[src/rtl/satatrn_pkg.sv]
// Shared definitions for the SATA transport receive path: FIS type codes,
// the arbiter state encoding and a header classification helper.
package satatrn_pkg;

    // FIS type codes carried in header word bits [7:0]
    localparam logic [7:0] FIS_REG_H2D      = 8'h27;
    localparam logic [7:0] FIS_REG_D2H      = 8'h34;
    localparam logic [7:0] FIS_DMA_ACT      = 8'h39;
    localparam logic [7:0] FIS_DMA_SETUP    = 8'h41;
    localparam logic [7:0] FIS_DATA         = 8'h46;
    localparam logic [7:0] FIS_BIST         = 8'h58;
    localparam logic [7:0] FIS_PIO_SETUP    = 8'h5F;
    localparam logic [7:0] FIS_SET_DEV_BITS = 8'hA1;

    // Receive arbiter states; ST_DROP is only reachable with length checking
    typedef enum logic [1:0] {
        ST_HDR  = 2'd0,
        ST_REG  = 2'd1,
        ST_DATA = 2'd2,
        ST_DROP = 2'd3
    } state_t;

    // A header word opens a DATA FIS when its type byte is FIS_DATA
    function automatic logic is_data_fis(input logic [31:0] word);
        return word[7:0] == FIS_DATA;
    endfunction

endpackage

[src/rtl/satatrn_skid.sv]
// Single-stage registered output for one stream. A word loaded by the
// parent appears on the outputs the following cycle; "free" tells the
// parent this stage can take a word on the current cycle.
module satatrn_skid #(
    parameter logic OPT_LOWPOWER = 1'b0
) (
    input  logic        clk,
    input  logic        rst_n,
    input  logic        load,
    input  logic [31:0] in_data,
    input  logic        in_last,
    input  logic        out_ready,
    output logic        out_valid,
    output logic [31:0] out_data,
    output logic        out_last,
    output logic        free
);

    // The stage may be overwritten when empty or when its word leaves now
    assign free = !out_valid || out_ready;

    // Output register: load a new word, or retire the current one on ready
    always_ff @(posedge clk or negedge rst_n) begin
        if (!rst_n) begin
            out_valid <= 1'b0;
            out_data  <= 32'd0;
            out_last  <= 1'b0;
        end else if (load) begin
            out_valid <= 1'b1;
            out_data  <= in_data;
            out_last  <= in_last;
        end else if (out_ready) begin
            out_valid <= 1'b0;
            if (OPT_LOWPOWER) begin
                out_data <= 32'd0;
                out_last <= 1'b0;
            end
        end
    end

endmodule

[src/rtl/satatrn_rxarb.sv]
// SATA transport receive arbiter. Splits the FIS stream from the link layer
// into a register-class stream (header included) and a DATA payload stream
// (header stripped). Optional DATA length checking is enabled by defining
// SATATRN_RXARB_LENCHK_EN.
//
// Handshake: every stream moves a word on a cycle where valid && ready are
// both high at the rising clock edge; a source holds valid/data/last stable
// until that happens, and ready may depend combinationally on valid.
module satatrn_rxarb
    import satatrn_pkg::*;
#(
    parameter logic OPT_LOWPOWER = 1'b0,
    parameter int   LGMAXLEN     = 11
) (
    input  logic        i_phy_clk,
    input  logic        i_phy_reset_n,
    input  logic        i_valid,
    output logic        o_ready,
    input  logic [31:0] i_data,
    input  logic        i_last,
    output logic        o_reg_valid,
    input  logic        i_reg_ready,
    output logic [31:0] o_reg_data,
    output logic        o_reg_last,
    output logic        o_data_valid,
    input  logic        i_data_ready,
    output logic [31:0] o_data_data,
    output logic        o_data_last,
    output logic        o_err,
    output state_t      o_dbg_state
);

    state_t state, next_state;
    logic   accept;
    logic   reg_free, data_free;
    logic   reg_load, data_load;
    logic   data_last_in;

`ifdef SATATRN_RXARB_LENCHK_EN
    logic [LGMAXLEN:0] pay_cnt;
    logic              cnt_at_max;
    logic              err_set;

    // Count already equals 2^LGMAXLEN-1: the word being accepted is the last allowed
    assign cnt_at_max = (pay_cnt == {1'b0, {LGMAXLEN{1'b1}}});
`endif

    assign accept      = i_valid && o_ready;
    assign o_dbg_state = state;

    // State register
    always_ff @(posedge i_phy_clk or negedge i_phy_reset_n) begin
        if (!i_phy_reset_n) state <= ST_HDR;
        else                state <= next_state;
    end

    // Next-state, upstream ready and output-stage load decisions
    always_comb begin
        next_state   = state;
        o_ready      = 1'b0;
        reg_load     = 1'b0;
        data_load    = 1'b0;
        data_last_in = i_last;
`ifdef SATATRN_RXARB_LENCHK_EN
        err_set      = 1'b0;
`endif
        case (state)
            ST_HDR: begin
                // DATA headers are swallowed, so they never wait on an output
                o_ready = is_data_fis(i_data) ? 1'b1 : reg_free;
                if (accept) begin
                    if (is_data_fis(i_data)) begin
                        if (!i_last) next_state = ST_DATA;
                    end else begin
                        reg_load = 1'b1;
                        if (!i_last) next_state = ST_REG;
                    end
                end
            end
            ST_REG: begin
                o_ready = reg_free;
                if (accept) begin
                    reg_load = 1'b1;
                    if (i_last) next_state = ST_HDR;
                end
            end
            ST_DATA: begin
                o_ready = data_free;
                if (accept) begin
                    data_load = 1'b1;
                    if (i_last) begin
                        next_state = ST_HDR;
`ifdef SATATRN_RXARB_LENCHK_EN
                    end else if (cnt_at_max) begin
                        // Truncate an oversized FIS: close it here, flag it, discard the rest
                        data_last_in = 1'b1;
                        err_set      = 1'b1;
                        next_state   = ST_DROP;
`endif
                    end
                end
            end
`ifdef SATATRN_RXARB_LENCHK_EN
            ST_DROP: begin
                o_ready = 1'b1;
                if (accept && i_last) next_state = ST_HDR;
            end
`endif
            default: next_state = ST_HDR;
        endcase
    end

`ifdef SATATRN_RXARB_LENCHK_EN
    // Payload word counter, restarted whenever a header is expected
    always_ff @(posedge i_phy_clk or negedge i_phy_reset_n) begin
        if (!i_phy_reset_n)                  pay_cnt <= '0;
        else if (state == ST_HDR)            pay_cnt <= '0;
        else if (state == ST_DATA && accept) pay_cnt <= pay_cnt + 1'b1;
    end

    // Overflow pulse, aligned with the truncated last word on the data output
    always_ff @(posedge i_phy_clk or negedge i_phy_reset_n) begin
        if (!i_phy_reset_n) o_err <= 1'b0;
        else                o_err <= err_set;
    end
`else
    logic unused_lgmaxlen;

    assign unused_lgmaxlen = (LGMAXLEN > 0);
    assign o_err           = 1'b0;
`endif

    satatrn_skid #(
        .OPT_LOWPOWER (OPT_LOWPOWER)
    ) u_reg_out (
        .clk       (i_phy_clk),
        .rst_n     (i_phy_reset_n),
        .load      (reg_load),
        .in_data   (i_data),
        .in_last   (i_last),
        .out_ready (i_reg_ready),
        .out_valid (o_reg_valid),
        .out_data  (o_reg_data),
        .out_last  (o_reg_last),
        .free      (reg_free)
    );

    satatrn_skid #(
        .OPT_LOWPOWER (OPT_LOWPOWER)
    ) u_data_out (
        .clk       (i_phy_clk),
        .rst_n     (i_phy_reset_n),
        .load      (data_load),
        .in_data   (i_data),
        .in_last   (data_last_in),
        .out_ready (i_data_ready),
        .out_valid (o_data_valid),
        .out_data  (o_data_data),
        .out_last  (o_data_last),
        .free      (data_free)
    );

endmodule

[config.mk]
export PLATFORM = sky130hd
export DESIGN_NAME = satatrn_rxarb
export DESIGN_NICKNAME = d
export VERILOG_FILES = /design/src/rtl/satatrn_pkg.sv /design/src/rtl/satatrn_skid.sv /design/src/rtl/satatrn_rxarb.sv
export SDC_FILE = /design/constraint.sdc
export NUM_CORES = 1
export LEC_CHECK = 0
export BUFFER_PORTS_ARGS = -buffer_cell sky130_fd_sc_hd__buf_2
export CAP_MARGIN = 20
export CORE_ASPECT_RATIO = 1.2
export CORE_MARGIN = 2
export CORE_UTILIZATION = 40
export DETAILED_ROUTE_END_ITERATION = 7
export PLACE_DENSITY = 0.77
export SETUP_SLACK_MARGIN = 0.15
export SYNTH_ARGS = -nofsm -noshare
export SYNTH_HDL_FRONTEND = slang
export SYNTH_SLANG_ARGS = --single-unit
[constraint.sdc]
create_clock -name i_phy_clk -period 5.7 [get_ports i_phy_clk]
set_input_delay 0.855 -clock i_phy_clk [delete_from_list [all_inputs] [get_ports i_phy_clk]]
set_output_delay 0.855 -clock i_phy_clk [all_outputs]
set_load 0.005 [all_outputs]
==> flow_summary.ini <==
[global_route]
grt_overflow = 0
antenna_found_initial = 0
grt_pass1_wl_mm = 8.69
first_global_vias = 1832
grt_max_degree = 71
track_usage_pct = 14.9

[cells_and_area]
fill_cells = 615
syn_to_final_growth_pct = 26.9
final_nets = 331
drive_gt1_share_pct = 44.6
layoutNonFillerInstCount = 381
antenna_cells = 0

[place]
io_buffers = 108
detailed_place_hpwl_mm = 3.92
dp_cells = 365
place_congestion = 0.821

[timing]
fin_setup_tns_ns = 0
post-route-period-util_pct = 48.1
fin_crit_ns = 2.74
setup_viol = 0
hold_violations = 0
drv_slew = 0
rsz0062_at_grt = no
worst_pin_slew_ns = 0.956
fin_skew_ns = 0.00666
fmaxAchievable_ghz = 0.365
maxSlewHeadroom_pct = 36.1

[floorplanning]
die_h_um = 95.8
dieArea_um2 = 7710
coreArea_um2 = 6810
die_w_um = 80.5
start_util_pct = 41.2
ios = 110
fp-row-count = 33

[critical_path]
r2r_slack_ns = 3.08
crit_buf_inv = 1
reg2reg_depth = 7
crit_start = i_data[5]
path_max_fanout = 34
worstPathCellList = buf_2 > nor4b_2 > nand3_1 > a21boi_1 > nor2b_4 > mux2_1
critPathTopFamily = simple AND/OR/NAND/NOR gates
path_class = input port to flip-flop
worstSetupEndpoint = u_reg_out.out_data[25]
cp.depth = 6
cp.arrival_ns = 2.94
slowest_stage = nor2b_4
required_ns = 5.90
crit_path_end_kind = flip-flop
r2r_end = u_reg_out.out_data[25]
start_kind = input port
slowest_delay_ns = 0.83
r2r_start = o_dbg_state[0]

[drt]
ant_nets = 0
drtIter0Drc = 47
routed_wl_mm = 5.44
routedWlPerCell_um = 14.3
vias_per_cell = 4.81
via_count = 1832
drc = 0
firstDrtPassIters = 4

[cts]
clk_pin_slew_ns = 0.07
htreeDepth = 3
cts.sinks = 70
cts_made_buffers = 9
ctsResizeCount = 0
cts_setup_buffers = 0
clock_latency_ns = 0.33
cts_root_buf = clkbuf_8
cts_tree = done
cts_buffer_depth = 2
hold_buffers = 0

[synth]
synthesis.area_um2 = 2810
syn_inst = 178
synth-seq-cells = 70
synth.area.top_cells = dfrtp_1, mux2_1, ha_1
netlist.area_leader.share_pct = 62.4
syn_area_per_cell_um2 = 15.8
syn-num-nets = 220
synthDistinctLibCells = 25
ys_warn_count = 0
yosysSeqAreaShare_pct = 62.4
yosysTopAreaCell = dfrtp_1

[power]
peakVddDrop_mv = 0.281
p_leak_uw = 0.00192
powerDensity_nw_per_um2 = 418

[run]
maxCapViolations = 0

[status]
outcome = completed

[worst_hold_path]
hp-class = flip-flop to flip-flop
==> cell families (layout without fill, tap and decap cells) <==
family	after synthesis	count (layout)	share of synthesized area (%)
AO/OA/AOI/OAI	8	8	2.27
buffers and inverters	11	127	3.07
AND/OR/NAND/NOR	18	18	3.92
other	1	1	0.134
adder cells (fa/ha/maj)	4	4	1.78
flip-flops	70	70	62.4
multiplexers	66	66	26.5
==> per-layer routing <==
layer | part of all wire (%) | track usage (%) | up-vias
met5 | 0 | 0 | -
met4 | 2.2 | 8.19 | 0
met3 | 7.1 | 3.38 | 11
met2 | 51 | 25.6 | 78
met1 | 40 | 17.3 | 898
li1 | - | - | 845
==> layout by cell type (no fill, tap or decap), drive strengths merged, types with 2 or more instances in the layout <==
master  count
nand2       5
ha          4
a21oi       2
mux2       66
buf       109
dfrtp      70
and2        2
nor2b       3
clkbuf     12
inv         2
clkinv      3
nor2        2
==> Yosys cell counts <==
cell type / n
or2_1: 1
nor2_1: 2
a21boi_1: 1
o2bb2ai_1: 1
a32o_1: 1
nand3_1: 1
dfrtp_1: 70
nand2b_1: 1
and4bb_2: 1
and2_1: 2
nor4b_2: 1
ha_1: 4
conb_1: 1
buf_4: 6
a21oi_1: 2
mux2_1: 63
buf_6: 3
nand2_1: 5
a31oi_1: 1
mux2_2: 3
nand3b_1: 1
inv_1: 2
a2bb2oi_2: 1
o22ai_1: 1
nor2b_1: 3
==> worst min-delay path by stage <==
stage | slack [ns] | from | endpoint | cells past startpoint
global placement | 0.46 | u_reg_out.out_data[2] | u_reg_out.out_data[2] | 1
finish | 0.48 | u_data_out.out_data[8] | u_data_out.out_data[8] | 1
CTS | 0.48 | u_data_out.out_data[19] | u_data_out.out_data[19] | 1
global route | 0.49 | u_data_out.out_data[19] | u_data_out.out_data[19] | 1
detailed placement | 0.47 | u_data_out.out_data[15] | u_data_out.out_data[15] | 1
floorplan | 0.48 | u_data_out.out_data[10] | u_data_out.out_data[10] | 1
==> flip-flops by register name, indices dropped and copies added, names as in the netlist <==
register / cells
u_reg_out.out_data: 32
u_reg_out.out_last: 1
u_data_out.out_data: 32
u_reg_out.out_valid: 1
u_data_out.out_valid: 1
u_data_out.out_last: 1
o_dbg_state: 2
==> stage by stage <==
stage / total power, uW / util, % / hold slack [ns] / cell area, um^2 / worst slack (ns)
floorplan: 961 / - / 0.483 / 2810 / 3.38
global placement: 1140 / 49.8 / 0.461 / 3400 / 2.68
detailed placement: 1170 / 49.8 / 0.469 / 3400 / 2.56
CTS: 1520 / 52.3 / 0.484 / 3560 / 2.92
global route: 1590 / 52.3 / 0.491 / 3560 / 2.76
finish: 1490 / 52.3 / 0.480 / 3560 / 2.96
==> report_power, final <==
group / internal (uW) / switching [uW] / total, uW
registers: 638 / 67.7 / 706
logic: 239 / 204 / 443
clock network: 168 / 172 / 340
==> cell type report <==
| class | count | area, um^2 | share of cell area [%] |
|---|---|---|---|
| Clock buffer | 12 | 145 | 4.07 |
| Clock inverter | 4 | 22.5 | 0.632 |
| Inverter | 2 | 7.51 | 0.211 |
| Multi-Input combinational cell | 97 | 980 | 27.5 |
| Sequential cell | 70 | 1750 | 49.2 |
| Tap cell | 87 | 109 | 3.05 |
| Timing Repair Buffer | 109 | 548 | 15.4 |
Note: power is estimated with default switching activity, not from simulation.
